### src/rtl/bsr_bank.sv
// Boundary-scan bank: NUM_CH data channels plus a per-channel override mask in one serial chain,
// with sample-and-hold observe, selective override and a shift-length check on update.
module bsr_bank #(
    parameter int NUM_CH = 6,
    parameter int WIDTH  = 32,
    parameter int STRICT = 1
) (
    input  logic                    clk,
    input  logic                    reset_n,
    input  logic                    capture_dr,
    input  logic                    shift_dr,
    input  logic                    update_dr,
    input  logic [1:0]              mode,
    input  logic                    tdi,
    output logic                    tdo,
    input  logic [NUM_CH*WIDTH-1:0] parallel_in,
    output logic [NUM_CH*WIDTH-1:0] parallel_out,
    output logic                    len_err,
    output logic                    upd_valid
);

    localparam int DW = NUM_CH * WIDTH;
    localparam int L  = NUM_CH * (WIDTH + 1);
    localparam int CW = $clog2(L + 2);

    localparam logic [CW-1:0] CNT_FULL = CW'(L);
    localparam logic [CW-1:0] CNT_MAX  = {CW{1'b1}};
    localparam logic [CW-1:0] CNT_ONE  = CW'(1);

    localparam logic [1:0] MODE_FUNC   = 2'b00;
    localparam logic [1:0] MODE_EXTEST = 2'b01;
    localparam logic [1:0] MODE_HOLD   = 2'b10;
    localparam logic [1:0] MODE_SELECT = 2'b11;

    logic [L-1:0]      chain;
    logic [DW-1:0]     upd_data;
    logic [NUM_CH-1:0] upd_mask;
    logic [DW-1:0]     hold;
    logic [CW-1:0]     cnt;
    logic              len_ok;
    logic              accept;

    assign len_ok = (cnt == CNT_FULL);
    // A lenient bank applies every update and only reports the bad length.
    assign accept = len_ok || (STRICT == 0);
    assign tdo    = chain[0];

    always_ff @(posedge clk) begin
        if (!reset_n) begin
            chain     <= '0;
            upd_data  <= '0;
            upd_mask  <= '0;
            hold      <= '0;
            cnt       <= '0;
            len_err   <= 1'b0;
            upd_valid <= 1'b0;
        end else if (capture_dr) begin
            chain <= {upd_mask, parallel_in};
            hold  <= parallel_in;
            cnt   <= '0;
        end else if (update_dr) begin
            if (accept) begin
                upd_data  <= chain[DW-1:0];
                upd_mask  <= chain[L-1:DW];
                upd_valid <= 1'b1;
            end
            len_err <= !len_ok;
        end else if (shift_dr) begin
            chain <= {tdi, chain[L-1:1]};
            // Saturate so an overlong shift can never alias back onto a good length.
            if (cnt != CNT_MAX) begin
                cnt <= cnt + CNT_ONE;
            end
        end
    end

    always_comb begin
        parallel_out = parallel_in;
        for (int i = 0; i < NUM_CH; i++) begin
            case (mode)
                MODE_FUNC:   parallel_out[i*WIDTH +: WIDTH] = parallel_in[i*WIDTH +: WIDTH];
                MODE_EXTEST: parallel_out[i*WIDTH +: WIDTH] = upd_data[i*WIDTH +: WIDTH];
                MODE_HOLD:   parallel_out[i*WIDTH +: WIDTH] = hold[i*WIDTH +: WIDTH];
                MODE_SELECT: parallel_out[i*WIDTH +: WIDTH] = upd_mask[i] ? upd_data[i*WIDTH +: WIDTH]
                                                                           : parallel_in[i*WIDTH +: WIDTH];
                default:     parallel_out[i*WIDTH +: WIDTH] = parallel_in[i*WIDTH +: WIDTH];
            endcase
        end
    end

endmodule

### config.mk
export PLATFORM = sky130hd
export DESIGN_NAME = bsr_bank
export DESIGN_NICKNAME = d
export VERILOG_FILES = /design/src/rtl/bsr_bank.sv
export SDC_FILE = /design/constraint.sdc
export NUM_CORES = 1
export LEC_CHECK = 0
export ABC_CLOCK_PERIOD_IN_PS = 1600
export CORE_ASPECT_RATIO = 0.6
export CORE_MARGIN = 3
export CORE_UTILIZATION = 40
export CTS_BUF_LIST = sky130_fd_sc_hd__clkbuf_8
export DETAILED_ROUTE_END_ITERATION = 12
export PLACE_DENSITY = 0.57
export RECOVER_POWER = 50
export SETUP_SLACK_MARGIN = 0.02
export SLEW_MARGIN = 20
export SYNTH_ARGS = -nofsm -noshare
export SYNTH_HDL_FRONTEND = slang
export SYNTH_SLANG_ARGS = --single-unit
### constraint.sdc
create_clock -name clk -period 1.6 [get_ports clk]
set_input_delay 0.32 -clock clk [delete_from_list [all_inputs] [get_ports clk]]
set_output_delay 0.32 -clock clk [all_outputs]
set_load 0.05 [all_outputs]
==> results.toml, run 1 <==
[place]
gp_congestion = 0.800
numPortBuffers = 394
place_ws_ns = -0.913
dp_hpwl_um = 58700

[sta]
fin_hold_ws_ns = 0.121
rsz0062_at_grt = "yes"
finalSetupViolCount = 479
fmax_ghz = 0.404
maxSlewViolCount = 0
period_share = 1.55
skew_ns = 0.0225
worst_slew_pin_slew_ns = 1.03
hold_viol = 0
slew_headroom = 0.312
worst_slack_ns = -0.874
layout_min_cycle_time_ns = 2.47

[die]
core-area_sq_um = 72500
die_w_um = 357
dieArea_sq_um = 77300
num_rows = 76
start_util = 0.408
chipHeight_um = 217
ios = 395

[global_routing]
grt_pass1_vias = 24500
overflow = 0
grt_max_degree = 129
grt_pass1_wl_um = 140000
track_usage = 0.224
antenna_found_initial = 1

[drt]
wl_per_cell_um = 20.1
antenna_left = 0
routed_via_density = 5.28
routed_wl_um = 91400
drc = 0
num_vias = 24000
firstDrtPassIters = 7
drt_iter0_drc = 1430

[cells_and_area]
layout-drive-gt1-share = 0.348
nNetsFinal = 3709
area_growth_syn_to_layout_pct = 43.5
final_util = 0.585

[worst_hold_path]
hp-start = "capture_dr"
whs_path_depth = 4
holdCritPathClass = "in -> reg"
min_delay_worst_endpoint = "len_err"

[clocking]
htree_levels = 3
clk_pin_slew_ns = 0.07
tritoncts.num_buffers = 94
cts.sinks = 598
clock_latency_ns = 0.69
root_buffer = "clkbuf_8"
cts_tree = "yes"
clock_path_buffers = 3

[critical_path]
r2r_slack_ns = -0.08
required_ns = 1.28
path_class = "reg -> out"
crit_arrival_ns = 2.15
cp-end-kind = "primary output"
reg2reg_from = "cnt[3]"
reg2regPathDepth = 7
regToRegEndpoint = "upd_data[132]"
crit_fanout = 8
worst_setup_path_start_kind = "flip-flop"

[yosys]
yosysSeqAreaShare = 0.405
yosys_most_used_dff = "dfxtp_1"
synth_edf_count = 0
async_flop_share = 0
synthCells = 2900
synth_cell_types = 44
syn_nets = 3102
avgSynthCellArea_sq_um = 10.2
synth_seq_cells = 598
netlist_area_sq_um = 29600
yosysWarnings = 0

[status]
outcome = "complete, but fails checks"
violations = "negative setup slack"

[pwr]
vdd_ir_drop_max_v = 0.000536
p_per_area_nw_per_um2 = 876
p_leak_nw = 18.5

[job]
max-cap-violations = 0
## placed cells by master, fill, tap and decap left out, types with 5 or more instances in the layout
master           instances
a221o_2                189
and3_1                   6
and3_4                 187
buf_12                 223
buf_16                  23
buf_4                  249
buf_6                   20
buf_8                   43
clkbuf_16               20
clkbuf_2                 5
clkbuf_8               123
clkdlybuf4s50_1        195
clkinv_2                 5
dfxtp_1                586
dfxtp_2                 10
inv_1                   42
mux2_1                  83
mux2_2                 115
mux2i_1                390
nand2_1                402
nand2b_1               201
nand2b_4                 6
nor2b_1                193
o211a_1                198
o21ai_2                  5
## where the power goes
| part | total [mW] | internal [mW] | switching [mW] |
|---|---|---|---|
| registers | 16.0 | 15.6 | 0.450 |
| clock network | 13.1 | 6.85 | 6.27 |
| logic | 8.03 | 4.06 | 3.97 |
| total | 37.2 | 26.5 | 10.7 |
## per-layer routing
metal	GRT usage	share of wire
met3	0.0386	0.046
met2	0.348	0.44
met1	0.320	0.49
met5	0	0.00014
met4	0.0584	0.020
## cells in the mapped netlist, drive strengths merged (2+ instances only)
master / count / area share
nor3: 2 / 0.00034
and4b: 2 / 0.00068
a41oi: 2 / 0.00059
o21ai: 8 / 0.0014
and3: 194 / 0.041
nand3: 2 / 0.00034
dlygate4sd1: 9 / 0.0027
and4: 2 / 0.00059
nor2b: 195 / 0.041
clkbuf: 152 / 0.030
dfxtp: 598 / 0.41
a211oi: 2 / 0.00051
o211a: 198 / 0.067
nand2b: 207 / 0.044
nor2: 2 / 0.00025
nor4: 2 / 0.00042
mux2: 198 / 0.075
buf: 118 / 0.035
inv: 4 / 0.00051
ha: 2 / 0.00085
nand4b: 2 / 0.00059
mux2i: 393 / 0.13
a221o: 192 / 0.065
nand2: 403 / 0.051
## critical path, cell delays in order (launching register included)
cell       delay [ns]
dfxtp_2          0.32
nand2b_4         0.24
clkbuf_16        0.23
and3_1           0.18
a221o_2          0.32
buf_12           0.16
## cells by family (layout without fill, tap and decap cells)
family	after synthesis	after routing	synth area share
AND/OR/NAND/NOR	1018	1018	0.182
adder cells (fa/ha/maj)	2	2	0.000846
flip-flops	598	598	0.405
AO/OA/AOI/OAI	408	408	0.136
buffers and inverters	283	963	0.0679
multiplexers	591	591	0.209
other	0	1	0
## how the worst max path moves through the flow
stage	cells past startpoint	start	end
final	5	upd_mask[3]	parallel_out[126]
after global routing	5	upd_mask[3]	parallel_out[119]
after CTS	5	upd_mask[2]	parallel_out[70]
after detailed placement	6	mode[1]	parallel_out[115]
after global placement	7	mode[1]	parallel_out[114]
after floorplan	4	mode[0]	parallel_out[33]
## final cells by class
type	instances	area (sq um)
Inverter	4	15.0
Antenna cell	1	2.50
Clock buffer	123	1690
Fill cell	6046	30000
Timing Repair Buffer	790	10400
Tap cell	975	1220
Sequential cell	598	12000
Multi-Input combinational cell	2019	16900
Clock inverter	46	193
## through the flow
step / cells / TNS, ns / power (mW) / instance area (sq um)
4_1_cts: 4519 / -172.34 / 37.5 / 41200
3_3_place_gp: 4324 / -356.98 / 23.9 / 38000
2_1_floorplan: 2900 / -0.505 / 20.5 / 29900
5_1_grt: 4555 / -232.49 / 38.7 / 42400
6_report: 4556 / -191.23 / 37.2 / 42400
3_5_place_dp: 4324 / -364.50 / 24.0 / 38000
## flip-flops by register name, indices dropped and copies added (netlist names)
signal,cells
len_err,1
upd_data,192
upd_mask,6
upd_valid,1
hold,192
chain,198
cnt,8
## what timing repair did
item,in CTS,in global routing
hold endpoints to repair,8,0
cloned,17,20
setup buffers,8,16
setup endpoints to repair,206,363
resized for setup,184,162
hold buffers,1,0
pin swaps,46,95
No activity file was read; power rests on OpenSTA's default activity.
==> run 2: changes to the inputs <==
--- a/config.mk
+++ b/config.mk
@@ -8,10 +8,10 @@
 export ABC_CLOCK_PERIOD_IN_PS = 1600
 export CORE_ASPECT_RATIO = 0.6
 export CORE_MARGIN = 3
-export CORE_UTILIZATION = 40
+export CORE_UTILIZATION = 57
 export CTS_BUF_LIST = sky130_fd_sc_hd__clkbuf_8
 export DETAILED_ROUTE_END_ITERATION = 12
-export PLACE_DENSITY = 0.57
+export PLACE_DENSITY = 0.78
 export RECOVER_POWER = 50
 export SETUP_SLACK_MARGIN = 0.02
 export SLEW_MARGIN = 20
==> run 2 against run 1 <==
The flow still finishes with violations (negative setup slack). Clock skew increased by 0.0094 ns. Clock power rose by 6%. Routed wire length rose by 0.38%. Hold slack improved by 0.033 ns. Count of clock-buffer cells in the layout decreased by 1. Flip-flop and latch count unchanged. Register-to-register slack about the same. Final cell count decreased by 7.0%. Via count increased by 4.6%. First-iteration DRC count increased by 36%. Critical path type unchanged. Critical endpoint is now parallel_out[128].
==> results.toml, run 2 (synthesized netlist as in run 1, its figures left out) <==
[sta]
maxSlewViolCount = 0
hold_viol = 0
slew_headroom = 0.369
skew_ns = 0.0319
period_share = 1.51
layout_min_cycle_time_ns = 2.41
worst_slack_ns = -0.811
finalSetupViolCount = 608
tns_ns = -180.48
fin_hold_ws_ns = 0.153
rsz0062_at_grt = "yes"
worst_slew_pin_slew_ns = 0.946
fmax_ghz = 0.415

[drt]
firstDrtPassIters = 5
wl_met2_um = 44600
top_layer = "met4"
drt_iter0_drc = 1948
antenna_left = 0
wl_per_cell_um = 21.6
num_vias = 25100
routed_via_density = 5.93
drc = 0
routed_wl_um = 91700
wl_met3_um = 5810
met1_length_um = 38700

[cells_and_area]
area_growth_syn_to_layout_pct = 41.1
reg_top3 = "chain x198, hold x192, upd_data x192"
layout.cells.non_filler = 4237
final_cell_mix = "dfxtp_1 (587), nand2_1 (402), mux2i_1 (384)"
final_util = 0.829
final_area_sq_um = 41700
layout-drive-gt1-share = 0.348
largest_register_ffs = 198
nNetsFinal = 3678
top_register = "chain"
final_common_cell = "dfxtp_1"

[pwr]
p_comb_frac = 0.213
power_frac_seq = 0.422
p_total_mw = 37.9
swShare = 0.284
p_switching_mw = 10.8
p_per_area_nw_per_um2 = 909
vdd_ir_drop_max_v = 0.000832
p_leak_nw = 18.3
clockPowerShare = 0.365
power.internal_mw = 27.2

[critical_path]
crit_arrival_ns = 2.09
path_class = "reg -> out"
path_cells = "nand2b_4 > clkbuf_16 > and3_1 > a221o_2 > buf_12"
cp-end-kind = "primary output"
crit_buf_inv = 2
worst_setup_path_start_kind = "flip-flop"
critical_path.max_stage_delay_ns = 0.33
required_ns = 1.28
crit_fanout = 8
path_delay_family = "simple AND/OR/NAND/NOR gates"
cpMaxStageDelayCell = "dfxtp_2"

[die]
start_util = 0.588
ios = 395
dieArea_sq_um = 54700
die_w_um = 300
core-area_sq_um = 50300
chipHeight_um = 182
num_rows = 63

[global_routing]
grt_max_degree = 111
antenna_found_initial = 4
track_usage = 0.307
grt_pass1_vias = 25600
grt_pass1_wl_um = 138000
overflow = 0

[job]
max-cap-violations = 0

[clocking]
clock_path_buffers = 3
tritoncts.num_buffers = 88
clock_latency_ns = 0.65
cts_tree = "yes"
htree_levels = 3
clk_pin_slew_ns = 0.07
root_buffer = "clkbuf_8"
cts.sinks = 598

[status]
outcome = "complete, but fails checks"
violations = "negative setup slack"

[place]
place_ws_ns = -0.766
postPlaceCellArea_sq_um = 37300
numPortBuffers = 394
dp_hpwl_um = 55700
gp_congestion = 0.819
dp.cells = 4015

[worst_hold_path]
holdCritPathClass = "in -> reg"
==> run 2: cell types whose count changed in the layout (fill, tap and decap cells not counted), moves of 6 or more <==
cell / previous run / this run
inv_1: 42 / 26
buf_16: 23 / 11
buf_8: 43 / 54
clkinv_2: 5 / 13
and3_1: 6 / 12
and3_4: 187 / 181
buf_12: 223 / 217
buf_4: 249 / 243
mux2i_1: 390 / 384
==> run 2: final timing paths <==
kind / start / to / slack [ns] / cells after the start
setup / recovery: upd_mask[4] / parallel_out[128] / -0.81 / 5
hold reg to reg: upd_data[44] / upd_data[44] / 0.45 / 2
setup reg to reg: cnt[0] / upd_data[168] / -0.09 / 8
hold / removal: capture_dr / chain[125] / 0.15 / 3
==> run 2: power groups by stage <==
stage	clock (mW)	combinational [mW]	sequential, mW
CTS	13.9	7.87	16.0
global placement	0	7.39	16.3
detailed placement	0	7.54	16.3
finish	13.9	8.06	16.0
floorplan	0	4.31	16.2
global route	14.7	8.41	16.1
==> run 2: layout make-up <==
class,count,area [sq um]
multi-input cells,2019,16900
flip-flops and latches,598,12000
diodes,4,10.0
well taps,682,853
fillers,2788,8580
inverters,4,15.0
clock buffers,122,1680
clock inverters,43,319
repair buffers,765,9960
==> run 2: metal layers <==
metal / global-route usage / vias to the layer above
met2: 0.522 / 875
met5: 0 / -
li1: - / 11600
met3: 0.0524 / 199
met1: 0.401 / 12500
met4: 0.0925 / 0
==> run 2: worst min-delay path, cell delays in order <==
cell and delay [ns]:
buf_8 0.09, buf_12 0.19, o211a_1 0.17
==> run 2: timing repair <==
item / CTS / global route
hold buffers: 1 / 0
cloned: 13 / 19
pin swaps: 65 / 79
setup buffers: 8 / 17
hold endpoints to repair: 2 / 0
resized for setup: 218 / 141
setup endpoints to repair: 196 / 336
